**src/rtl/vga_pkg.sv**
```systemverilog
// Shared timing constants, control-bundle type and helpers for the VGA raster path.
package vga_pkg;

    localparam int COORD_W = 10;

    localparam int H_ACTIVE_DEF = 640;
    localparam int H_FP_DEF     = 16;
    localparam int H_SYNC_DEF   = 96;
    localparam int H_BP_DEF     = 48;
    localparam int V_ACTIVE_DEF = 480;
    localparam int V_FP_DEF     = 10;
    localparam int V_SYNC_DEF   = 2;
    localparam int V_BP_DEF     = 33;

    localparam int H_TOTAL = H_ACTIVE_DEF + H_FP_DEF + H_SYNC_DEF + H_BP_DEF;
    localparam int V_TOTAL = V_ACTIVE_DEF + V_FP_DEF + V_SYNC_DEF + V_BP_DEF;

    // Both syncs are asserted low on the connector.
    localparam logic SYNC_ACTIVE = 1'b0;

    typedef struct packed {
        logic active;
        logic hsN;
        logic vsN;
    } rasterCtl_t;

    localparam rasterCtl_t CTL_RESET = '{active: 1'b0, hsN: ~SYNC_ACTIVE, vsN: ~SYNC_ACTIVE};

    function automatic logic inWindow(input logic [COORD_W-1:0] value,
                                      input logic [COORD_W-1:0] lo,
                                      input logic [COORD_W-1:0] hi);
        return (value >= lo) && (value < hi);
    endfunction

endpackage

```
**src/rtl/vga_timing_gen_if.sv**
```systemverilog
// Bundle between the raster generator, the colour stage and the DAC pins.
interface vga_timing_gen_if;
    import vga_pkg::*;

    logic [COORD_W-1:0] oVGA_X;
    logic [COORD_W-1:0] oVGA_Y;
    logic               iRed;
    logic               iGreen;
    logic               iBlue;
    logic               oVGA_R;
    logic               oVGA_G;
    logic               oVGA_B;
    logic               oVGA_HS;
    logic               oVGA_VS;
    logic               oVGA_BLANK_N;
    logic               oFrame_Tick;
    logic [7:0]         oFrame_Cnt;

    modport master (
        output oVGA_X, oVGA_Y, oVGA_R, oVGA_G, oVGA_B, oVGA_HS, oVGA_VS,
               oVGA_BLANK_N, oFrame_Tick, oFrame_Cnt,
        input  iRed, iGreen, iBlue
    );

    modport slave (
        input  oVGA_X, oVGA_Y, oVGA_R, oVGA_G, oVGA_B, oVGA_HS, oVGA_VS,
               oVGA_BLANK_N, oFrame_Tick, oFrame_Cnt,
        output iRed, iGreen, iBlue
    );

endinterface

```
**src/rtl/vga_delay_line.sv**
```systemverilog
// N-deep, W-wide register pipe with a programmable asynchronous reset value.
module vga_delay_line #(
    parameter int           N       = 1,
    parameter int           W       = 1,
    parameter logic [W-1:0] RST_VAL = '0
) (
    input  logic         reset,
    input  logic         iVGA_CLK,
    input  logic [W-1:0] din_i,
    output logic [W-1:0] dout_o
);

    logic [W-1:0] stage_q [N];

    always_ff @(posedge iVGA_CLK or posedge reset) begin
        if (reset) begin
            for (int i = 0; i < N; i++) stage_q[i] <= RST_VAL;
        end else begin
            stage_q[0] <= din_i;
            for (int i = 1; i < N; i++) stage_q[i] <= stage_q[i-1];
        end
    end

    assign dout_o = stage_q[N-1];

endmodule

```
**src/rtl/vga_timing_gen.sv**
```systemverilog
// VGA raster counters, sync/blank decode aligned to the colour stage, registered pins.
// Define VGA_FRAME_CNT_EN to build the 8-bit frame counter; otherwise oFrame_Cnt is 0.
module vga_timing_gen
    import vga_pkg::*;
#(
    parameter int H_ACTIVE = H_ACTIVE_DEF,
    parameter int H_FP     = H_FP_DEF,
    parameter int H_SYNC   = H_SYNC_DEF,
    parameter int H_BP     = H_BP_DEF,
    parameter int V_ACTIVE = V_ACTIVE_DEF,
    parameter int V_FP     = V_FP_DEF,
    parameter int V_SYNC   = V_SYNC_DEF,
    parameter int V_BP     = V_BP_DEF,
    parameter int PAT_LAT  = 1
) (
    input  logic             reset,
    input  logic             iVGA_CLK,
    vga_timing_gen_if.master vga
);

    localparam int HT = H_ACTIVE + H_FP + H_SYNC + H_BP;
    localparam int VT = V_ACTIVE + V_FP + V_SYNC + V_BP;

    localparam logic [COORD_W-1:0] H_LAST = COORD_W'(HT - 1);
    localparam logic [COORD_W-1:0] V_LAST = COORD_W'(VT - 1);
    localparam logic [COORD_W-1:0] H_ACT  = COORD_W'(H_ACTIVE);
    localparam logic [COORD_W-1:0] V_ACT  = COORD_W'(V_ACTIVE);
    localparam logic [COORD_W-1:0] HS_BEG = COORD_W'(H_ACTIVE + H_FP);
    localparam logic [COORD_W-1:0] HS_END = COORD_W'(H_ACTIVE + H_FP + H_SYNC);
    localparam logic [COORD_W-1:0] VS_BEG = COORD_W'(V_ACTIVE + V_FP);
    localparam logic [COORD_W-1:0] VS_END = COORD_W'(V_ACTIVE + V_FP + V_SYNC);

    logic [COORD_W-1:0] hCnt_q, hCnt_d;
    logic [COORD_W-1:0] vCnt_q, vCnt_d;
    logic               hWrap, vWrap, tickCond;
    rasterCtl_t         ctlStage0, ctlAligned;
    logic               red_q, green_q, blue_q, hs_q, vs_q, blankN_q, frameTick_q;

    // Both counters return to zero on the same edge at the end of the last line.
    always_comb begin
        hWrap  = (hCnt_q == H_LAST);
        vWrap  = (vCnt_q == V_LAST);
        hCnt_d = hWrap ? '0 : hCnt_q + COORD_W'(1);
        vCnt_d = vCnt_q;
        if (hWrap) vCnt_d = vWrap ? '0 : vCnt_q + COORD_W'(1);
    end

    always_comb begin
        ctlStage0.active = (hCnt_q < H_ACT) && (vCnt_q < V_ACT);
        ctlStage0.hsN    = inWindow(hCnt_q, HS_BEG, HS_END) ? SYNC_ACTIVE : ~SYNC_ACTIVE;
        ctlStage0.vsN    = inWindow(vCnt_q, VS_BEG, VS_END) ? SYNC_ACTIVE : ~SYNC_ACTIVE;
        tickCond         = (hCnt_q == '0) && (vCnt_q == V_ACT);
    end

    always_ff @(posedge iVGA_CLK or posedge reset) begin
        if (reset) begin
            hCnt_q <= '0;
            vCnt_q <= '0;
        end else begin
            hCnt_q <= hCnt_d;
            vCnt_q <= vCnt_d;
        end
    end

    // Control bits wait here for the colour stage so both reach the pins together.
    vga_delay_line #(
        .N       (PAT_LAT),
        .W       ($bits(rasterCtl_t)),
        .RST_VAL (CTL_RESET)
    ) uCtlDelay (
        .reset    (reset),
        .iVGA_CLK (iVGA_CLK),
        .din_i    (ctlStage0),
        .dout_o   (ctlAligned)
    );

    // Pin register: colour masked by the aligned active flag; the frame tick is not delayed.
    always_ff @(posedge iVGA_CLK or posedge reset) begin
        if (reset) begin
            red_q       <= 1'b0;
            green_q     <= 1'b0;
            blue_q      <= 1'b0;
            hs_q        <= ~SYNC_ACTIVE;
            vs_q        <= ~SYNC_ACTIVE;
            blankN_q    <= 1'b0;
            frameTick_q <= 1'b0;
        end else begin
            red_q       <= vga.iRed   & ctlAligned.active;
            green_q     <= vga.iGreen & ctlAligned.active;
            blue_q      <= vga.iBlue  & ctlAligned.active;
            hs_q        <= ctlAligned.hsN;
            vs_q        <= ctlAligned.vsN;
            blankN_q    <= ctlAligned.active;
            frameTick_q <= tickCond;
        end
    end

`ifdef VGA_FRAME_CNT_EN
    logic [7:0] frameCnt_q;

    always_ff @(posedge iVGA_CLK or posedge reset) begin
        if (reset) begin
            frameCnt_q <= 8'd0;
        end else if (tickCond) begin
            frameCnt_q <= frameCnt_q + 8'd1;
        end
    end

    assign vga.oFrame_Cnt = frameCnt_q;
`else
    assign vga.oFrame_Cnt = 8'd0;
`endif

    assign vga.oVGA_X       = hCnt_q;
    assign vga.oVGA_Y       = vCnt_q;
    assign vga.oVGA_R       = red_q;
    assign vga.oVGA_G       = green_q;
    assign vga.oVGA_B       = blue_q;
    assign vga.oVGA_HS      = hs_q;
    assign vga.oVGA_VS      = vs_q;
    assign vga.oVGA_BLANK_N = blankN_q;
    assign vga.oFrame_Tick  = frameTick_q;

endmodule

```
**src/flat_wrapper.sv**
```systemverilog
// flat-port wrapper written by rule: the top's interface ports become plain ports
module vga_timing_gen_flat import vga_pkg::*;
#(
    parameter int H_ACTIVE = H_ACTIVE_DEF,
    parameter int H_FP     = H_FP_DEF,
    parameter int H_SYNC   = H_SYNC_DEF,
    parameter int H_BP     = H_BP_DEF,
    parameter int V_ACTIVE = V_ACTIVE_DEF,
    parameter int V_FP     = V_FP_DEF,
    parameter int V_SYNC   = V_SYNC_DEF,
    parameter int V_BP     = V_BP_DEF,
    parameter int PAT_LAT  = 1
)
  (reset, iVGA_CLK, vga_oVGA_X, vga_oVGA_Y, vga_oVGA_R, vga_oVGA_G, vga_oVGA_B, vga_oVGA_HS, vga_oVGA_VS, vga_oVGA_BLANK_N, vga_oFrame_Tick, vga_oFrame_Cnt, vga_iRed, vga_iGreen, vga_iBlue);
  vga_timing_gen_if vga_i ();
  input  logic reset;
  input  logic iVGA_CLK;
  output wire logic [$bits(vga_i.oVGA_X)-1:0] vga_oVGA_X;
  output wire logic [$bits(vga_i.oVGA_Y)-1:0] vga_oVGA_Y;
  output wire logic [$bits(vga_i.oVGA_R)-1:0] vga_oVGA_R;
  output wire logic [$bits(vga_i.oVGA_G)-1:0] vga_oVGA_G;
  output wire logic [$bits(vga_i.oVGA_B)-1:0] vga_oVGA_B;
  output wire logic [$bits(vga_i.oVGA_HS)-1:0] vga_oVGA_HS;
  output wire logic [$bits(vga_i.oVGA_VS)-1:0] vga_oVGA_VS;
  output wire logic [$bits(vga_i.oVGA_BLANK_N)-1:0] vga_oVGA_BLANK_N;
  output wire logic [$bits(vga_i.oFrame_Tick)-1:0] vga_oFrame_Tick;
  output wire logic [$bits(vga_i.oFrame_Cnt)-1:0] vga_oFrame_Cnt;
  input wire logic [$bits(vga_i.iRed)-1:0] vga_iRed;
  input wire logic [$bits(vga_i.iGreen)-1:0] vga_iGreen;
  input wire logic [$bits(vga_i.iBlue)-1:0] vga_iBlue;
  assign vga_oVGA_X = vga_i.oVGA_X;
  assign vga_oVGA_Y = vga_i.oVGA_Y;
  assign vga_oVGA_R = vga_i.oVGA_R;
  assign vga_oVGA_G = vga_i.oVGA_G;
  assign vga_oVGA_B = vga_i.oVGA_B;
  assign vga_oVGA_HS = vga_i.oVGA_HS;
  assign vga_oVGA_VS = vga_i.oVGA_VS;
  assign vga_oVGA_BLANK_N = vga_i.oVGA_BLANK_N;
  assign vga_oFrame_Tick = vga_i.oFrame_Tick;
  assign vga_oFrame_Cnt = vga_i.oFrame_Cnt;
  assign vga_i.iRed = vga_iRed;
  assign vga_i.iGreen = vga_iGreen;
  assign vga_i.iBlue = vga_iBlue;
  vga_timing_gen #(.H_ACTIVE(H_ACTIVE), .H_FP(H_FP), .H_SYNC(H_SYNC), .H_BP(H_BP), .V_ACTIVE(V_ACTIVE), .V_FP(V_FP), .V_SYNC(V_SYNC), .V_BP(V_BP), .PAT_LAT(PAT_LAT)) u_core (.reset(reset), .iVGA_CLK(iVGA_CLK), .vga(vga_i));
endmodule
```
**config.mk**
```make
export PLATFORM = sky130hd
export DESIGN_NAME = vga_timing_gen_flat
export DESIGN_NICKNAME = d
export VERILOG_FILES = /design/src/rtl/vga_pkg.sv /design/src/rtl/vga_timing_gen_if.sv /design/src/rtl/vga_delay_line.sv /design/src/rtl/vga_timing_gen.sv /design/src/flat_wrapper.sv
export SDC_FILE = /design/constraint.sdc
export NUM_CORES = 1
export LEC_CHECK = 0
export CAP_MARGIN = 20
export CORE_ASPECT_RATIO = 1.25
export CORE_MARGIN = 3
export CORE_UTILIZATION = 40
export DETAILED_ROUTE_END_ITERATION = 16
export PLACE_DENSITY_LB_ADDON = 0.12
export SKIP_LAST_GASP = 1
export SLEW_MARGIN = 20
export SYNTH_ARGS = -nofsm -noshare
export SYNTH_HDL_FRONTEND = slang
export SYNTH_HIERARCHICAL = 1
export SYNTH_SLANG_ARGS = --single-unit
```
**constraint.sdc**
```tcl
create_clock -name iVGA_CLK -period 1.78 [get_ports iVGA_CLK]
set_input_delay 0.267 -clock iVGA_CLK [delete_from_list [all_inputs] [get_ports iVGA_CLK]]
set_output_delay 0.267 -clock iVGA_CLK [all_outputs]
set_load 0.05 [all_outputs]
```
==> metrics.md, run 1 <==
| Metric | Value |
|---|---|
| Hold buffers post-CTS | `0` |
| Final Hold Fails | `0` |
| Cell Rows | `24` |
| Clk_lat worst skew | `0.28 ns` |
| Worst Path Required | `1.95 ns` |
| Fmax | `583 MHz` |
| CTS buffer count | `5` |
| Final setup fails | `0` |
| Worst-path clk slew | `0.07 ns` |
| Routed Antenna Nets | `0` |
| Initial core utilization | `42.1%` |
| Worst rel slew slack | `61.5%` |
| CTS tree | `built` |
| Yosys top cell area share | `44.0%` |
| Worst path bufs/invs | `1` |
| 1st-iter DRT viols | `23` |
| Post-synthesis sequential area ratio | `51.1%` |
| Die Y | `74.0 um` |
| Arr. time, crit path | `1.89 ns` |
| Setup CP Type | `flop to flop` |
| Ys Warns | `6` |
| Synth unique cells | `33` |
| Longest Clk Path Bufs | `2` |
| Initial antenna violation count | `0` |
| PortBufs | `31` |
| Register bit total from synthesis | `30` |
| Placer Congestion | `0.872` |
| Die Width | `60.4 um` |
| Total GRT Usage | `16.4%` |
| Gr ovfl total | `0` |
| Worst vdd ir | `0.465 mV` |
| Post-route worst setup slack | `0.0657 ns` |
| Core area | `3510 um2` |
| Nets | `194` |
| Largest net degree at the start of global routing | `15` |
| Synth Instances | `134` |
| Pwr Density | `684 nW/um2` |
| Clock Skews | `0.00632 ns` |
| Worst Setup Start Kind | `flop` |
| Vias | `1129` |
| H-Tree Depth | `2` |
| Status | `completed` |
| Final slew viol count | `0` |
| Synth top area cells | `dfrtp_1 (44%), dfstp_2 (7.1%), xnor2_1 (4.1%), buf_4 (4.1%), ha_1 (3.4%)` |
| Layout Cells excl Fill | `225` |
| Minimum clock period after layout | `1.71 ns` |
| Max-cap violations | `0` |
| Critical Path Sink Type | `flop` |
| Cell family with most CP delay | `simple AND/OR/NAND/NOR gates` |
| Largest area contributor in the netlist | `dfrtp_1` |
| Measured slew at the worst slew-check pin | `0.569 ns` |
| Dpl ws | `0.0613 ns` |
| Leakage Power | `0.939 nW` |
| I/O pin total | `40` |
| Die area | `4470 um2` |
| Clock sinks | `30` |
| First-pass GRT wire length | `5440 um` |
| Antenna Cells | `0` |
| Vias in the first global route | `1114` |
| Final cycle utilization of the critical path | `96.3%` |
| Residual DRC | `0` |
| Root buf cell | `clkbuf_8` |
| CP max FO | `11` |
| Min-Delay Path Class | `input port to async pin` |
| Slowest stage delay, CP | `0.57 ns` |
| Post-Syn Area | `1480 um2` |
| 1st-pass router iterations | `4` |
| CP Cell Sequence | `or4b_4 -> nor3_4 -> buf_12 -> nand4_1 -> xnor2_1` |
| Placed Cells | `216` |
| Fraction of layout cells with a size suffix above 1 | `34.9%` |
| Drt wl/cell | `14.6 um` |
| Final HPWL DP | `2490 um` |
| Routed WL | `3290 um` |
| Layout area overhead | `33.0%` |
| Critical-path top delay cell | `or4b_4` |
| Syn Area/Cell | `11.0 um2` |
| Via density | `5.02` |
[cells in the final DEF, fill, tap and decap left out, types with 6 or more instances in the layout]
cell type,instances
dfrtp_1,20
dfrtp_2,6
xnor2_1,7
clkdlybuf4s50_1,9
inv_1,8
nor2_1,10
nand4_1,7
clkbuf_8,6
and2_1,6
conb_1,8
o21ai_0,6
buf_4,37
nand3_1,8
[routing by layer]
metal	up-vias	GRT usage, %	share of wire, %
li1	551	-	-
met1	545	21.6	42
met2	29	25.2	52
met3	4	4.34	4.9
met4	0	7.39	0.88
met5	-	0	0
[registers in the layout, indices dropped and copies added, names as in the netlist]
register                 count
u_core/uCtlDelay/dout_o      3
u_core/vga.oFrame_Tick       1
u_core/vga.oVGA_B            1
u_core/vga.oVGA_BLANK_N      1
u_core/vga.oVGA_G            1
u_core/vga.oVGA_HS           1
u_core/vga.oVGA_R            1
u_core/vga.oVGA_VS           1
u_core/vga.oVGA_X           10
u_core/vga.oVGA_Y           10
[synthesized netlist by cell type]
cell	n
dfrtp_1	26
nor2_1	10
nand3_1	9
buf_4	8
inv_1	8
nand4_1	7
xnor2_1	7
and2_1	6
o21ai_0	6
and3_1	4
dfstp_2	4
ha_1	4
nand2_1	4
xor2_1	4
a21oi_1	2
buf_6	2
nand4_4	2
nor2b_1	2
nor3_1	2
nor4_1	2
nor4b_1	2
nor4bb_1	2
a21boi_0	1
a21oi_2	1
a31o_2	1
and4_1	1
conb_1	1
nor3_4	1
o31ai_1	1
or3_1	1
or3_2	1
or4b_4	1
xnor2_2	1
[layout make-up]
cell class / instances / area [um2]
repair buffers: 47 / 388
clock buffers: 6 / 82.6
flip-flops and latches: 30 / 763
inverters: 8 / 30.0
multi-input cells: 93 / 642
well taps: 39 / 48.8
fillers: 317 / 1550
clock inverters: 2 / 12.5
[logic make-up after synthesis]
family                   after synthesis  synth area share, %
AO/OA/AOI/OAI                         12                 4.91
XOR/XNOR                              12                 7.61
adder cells (fa/ha/maj)                4                 3.38
buffers and inverters                 18                 7.61
flip-flops                            30                 51.1
other                                  1                0.254
AND/OR/NAND/NOR                       57                 25.1
[worst paths after layout]
path,start,endpoint,slack [ns],cells past startpoint
max in group asynchronous,reset,u_core/vga.oVGA_VS,0.85,3
setup reg to reg,u_core/vga.oVGA_X[6],u_core/vga.oVGA_Y[6],0.07,5
hold reg to reg,u_core/uCtlDelay/dout_o[1],u_core/vga.oVGA_HS,0.36,0
min in group iVGA_CLK,u_core/uCtlDelay/dout_o[1],u_core/vga.oVGA_HS,0.36,0
hold / removal,reset,u_core/uCtlDelay/dout_o[2],0.18,2
setup / recovery,u_core/vga.oVGA_X[6],u_core/vga.oVGA_Y[6],0.07,5
[power by group]
group          internal, W  switching, W
clock network     0.000310      0.000261
registers         0.000686   0.000000899
logic            0.0000195     0.0000670
[timing repair]
action | CTS | global route
gates resized for setup | 0 | 1
setup endpoints to repair | 0 | 2
setup buffers | 0 | 1
[metrics by stage]
stage	util, %	TNS (ns)	power, W	instance area [um2]	hold WS (ns)
2_1_floorplan	-	-0.207	0.000774	1510	0.0192
3_3_place_gp	52.9	0	0.000785	1860	0.346
3_5_place_dp	52.9	0	0.000786	1860	0.349
4_1_cts	55.6	0	0.00137	1950	0.171
5_1_grt	56.0	-0.00453	0.00140	1970	0.185
6_report	56.0	0	0.00134	1970	0.176
(Power assumes the default switching activity.)
==> run 2: changes to the inputs <==
--- a/config.mk
+++ b/config.mk
@@ -11,6 +11,7 @@
 export CORE_UTILIZATION = 40
 export DETAILED_ROUTE_END_ITERATION = 16
 export PLACE_DENSITY_LB_ADDON = 0.12
+export RECOVER_POWER = 100
 export SKIP_LAST_GASP = 1
 export SLEW_MARGIN = 20
 export SYNTH_ARGS = -nofsm -noshare
==> constraint.sdc (replaced) <==
create_clock -name iVGA_CLK -period 2.17 [get_ports iVGA_CLK]
set_input_delay 0.3255 -clock iVGA_CLK [delete_from_list [all_inputs] [get_ports iVGA_CLK]]
set_output_delay 0.3255 -clock iVGA_CLK [all_outputs]
set_load 0.05 [all_outputs]
==> metrics.md, run 2 (synthesized netlist as in run 1, its figures left out) <==
| Metric | Value |
|---|---|
| Status | `completed` |
| Util after Layout | `54.0% (-2.0 points)` |
| Worst Path Required | `1.84 ns (-0.11 ns)` |
| 1st-iter DRT viols | `29 (+26%)` |
| Total GRT Usage | `15.5% (-0.90 points)` |
| Final setup fails | `0 (unchanged)` |
| GR Util met3 | `3.65% (-0.69 points)` |
| Root buf cell | `clkbuf_8` |
| Arr. time, crit path | `1.68 ns (-0.21 ns)` |
| Longest Clk Path Bufs | `2 (unchanged)` |
| Cell Rows | `24 (unchanged)` |
| Clock Skews | `0.00514 ns (-0.00118 ns)` |
| PortBufs | `31 (unchanged)` |
| Worst-path clk slew | `0.06 ns (about the same)` |
| Most frequent cells in the layout | `dlygate4sd3_1 (29), dfrtp_1 (26), nor2_1 (10)` |
| Cts repair resizes | `0 (unchanged)` |
| Final cycle utilization of the critical path | `92.4%` |
| Leakage Power | `0.874 nW (-6.9%)` |
| Final slew viol count | `0 (unchanged)` |
| Busiest layer in global routing | `met2` |
| Area after DPL | `1830 um2 (-1.7%)` |
| Hold path start | `u_core/uCtlDelay/dout_o[1]` |
| Antenna Cells | `0 (unchanged)` |
| Residual DRC | `0 (unchanged)` |
| Placer Congestion | `0.817 (-6.3%)` |
| Max-cap violations | `0 (unchanged)` |
| Met2 usage | `25.4% (+0.12 points)` |
| 1st-pass router iterations | `4 (unchanged)` |
| Minimum clock period after layout | `2.00 ns` |
| Layout area overhead | `28.2%` |
| Worst reg-to-reg path cell count | `4 (-1)` |
| RSZ-0062 raised after global routing | `no` |
| Postcts setup bufs | `0 (unchanged)` |
| Hold buffers post-CTS | `0 (unchanged)` |
| Setup CP Type | `flop to output pin` |
| Crit Reg-Reg Endpoint | `u_core/vga.oVGA_Y[8]` |
| Fmax | `499 MHz` |
| Core area | `3510 um2 (unchanged)` |
| Die area | `4470 um2 (unchanged)` |
| Via density | `5.12 (+2.0%)` |
| CP max FO | `9 (-2)` |
| Critical-path top delay cell | `dlygate4sd3_1` |
| Worst Hold End | `u_core/vga.oVGA_HS` |
| Worst Setup Start Kind | `flop` |
| Fraction of layout cells with a size suffix above 1 | `9.66% (-25 points)` |
| Worst r2r src | `u_core/vga.oVGA_X[4]` |
| FF-to-FF setup slack | `0.20 ns (+0.13 ns)` |
| Routing usage on met1 | `19.4% (-2.2 points)` |
| CTS tree | `built` |
| Finished Cell Area | `1900 um2 (-3.6%)` |
| Fill count | `342 (+7.9%)` |
| Layout Cells excl Fill | `215 (-4.4%)` |
| Initial antenna violation count | `0 (unchanged)` |
| Die Width | `60.4 um (unchanged)` |
| Slowest stage delay, CP | `0.92 ns (+0.35 ns)` |
| Hold Path Stages | `0` |
| Pwr Density | `611 nW/um2 (-11%)` |
| Largest net degree at the start of global routing | `17 (+2)` |
| Worst rel slew slack | `43.0% (-19 points)` |
| Initial core utilization | `42.1% (unchanged)` |
| Final HPWL DP | `2290 um (-8.3%)` |
| Routed Antenna Nets | `0 (unchanged)` |
| Final Hold Fails | `0 (unchanged)` |
| Placed Cells | `207 (-4.2%)` |
| Fin Setup TNS | `0 ns (unchanged)` |
| CTS buffer count | `5 (unchanged)` |
| Drt wl/cell | `13.8 um (-5.2%)` |
| Commonest non-fill, non-tap cell in the layout | `dlygate4sd3_1` |
| Worst path bufs/invs | `1 (unchanged)` |
| Min-Delay Path Class | `flop to flop` |
| Critical Path Sink Type | `output pin` |
| Clk_lat worst skew | `0.27 ns (about the same)` |
| Gr ovfl total | `0 (unchanged)` |
| CP Cell Sequence | `dlygate4sd3_1` |
| Vias in the first global route | `1123 (+0.81%)` |
| First-pass GRT wire length | `5150 um (-5.3%)` |
| H-Tree Depth | `2 (unchanged)` |
| Hold slack | `0.355 ns (+0.179 ns)` |
| Nets | `184 (-5.2%)` |
| Die Y | `74.0 um (unchanged)` |
| Routed WL | `2980 um (-9.4%)` |
| I/O pin total | `40 (unchanged)` |
| Clock sinks | `30 (unchanged)` |
| Cell family with most CP delay | `buffers and inverters` |
| Worst vdd ir | `0.459 mV (-1.2%)` |
| Vias | `1100 (-2.6%)` |
| Measured slew at the worst slew-check pin | `0.855 ns (+0.286 ns)` |
run 2: cell count changes in the layout (fill, tap and decap cells not counted), moves of 6 or more:
cell	before	now
dfrtp_2	6	0
clkbuf_1	0	6
buf_4	37	2
dlygate4sd3_1	0	29
dfrtp_1	20	26
clkdlybuf4s50_1	9	2
run 2: per-stage QoR:
| stage | total power, W | setup slack [ns] |
|---|---|---|
| after global routing | 0.00120 | 0.0580 |
| after detailed placement | 0.000643 | 0.263 |
| after floorplan | 0.000635 | 0.0780 |
| after CTS | 0.00118 | 0.215 |
| after global placement | 0.000643 | 0.290 |
| final | 0.00116 | 0.166 |
run 2: metal layers:
layer | part of all wire, % | wire length (um)
met1 | 42 | 1250
met2 | 52 | 1530
met3 | 5.3 | 158
met4 | 1.2 | 36
met5 | 0 | 0
run 2: worst max path at each step:
| stage | start | endpoint | slack [ns] | cells past startpoint |
|---|---|---|---|---|
| 2_1_floorplan | u_core/vga.oVGA_X[5] | u_core/vga.oVGA_Y[8] | 0.08 | 6 |
| 3_3_place_gp | u_core/vga.oVGA_X[4] | u_core/vga.oVGA_Y[6] | 0.29 | 4 |
| 3_5_place_dp | u_core/vga.oVGA_X[4] | u_core/vga.oVGA_Y[1] | 0.26 | 5 |
| 4_1_cts | u_core/vga.oVGA_X[4] | vga_oVGA_X[4] | 0.22 | 1 |
| 5_1_grt | u_core/vga.oVGA_X[4] | u_core/vga.oVGA_Y[8] | 0.06 | 4 |
| 6_report | u_core/vga.oVGA_X[4] | vga_oVGA_X[4] | 0.17 | 1 |
run 2: final cells by class:
class / count / area (um2) / area share (%)
flip-flops and latches: 30 / 756 / 39.9
multi-input cells: 93 / 614 / 32.4
repair buffers: 37 / 340 / 18.0
clock buffers: 7 / 76.3 / 4.03
well taps: 39 / 48.8 / 2.57
clock inverters: 1 / 30.0 / 1.58
inverters: 8 / 30.0 / 1.58
run 2: power by group:
group	switching, W	internal, W
Clock	0.000187	0.000343
Combinational	0.0000540	0.0000113
Sequential	0.000000808	0.000563
==> run 3: changes to the inputs <==
--- a/config.mk
+++ b/config.mk
@@ -9,6 +9,7 @@
 export CORE_ASPECT_RATIO = 1.25
 export CORE_MARGIN = 3
 export CORE_UTILIZATION = 40
+export CTS_CLUSTER_SIZE = 24
 export DETAILED_ROUTE_END_ITERATION = 16
 export PLACE_DENSITY_LB_ADDON = 0.12
 export RECOVER_POWER = 100
==> results of run 3 <==
Final layout, timing and power as in run 2 (identical DEF).
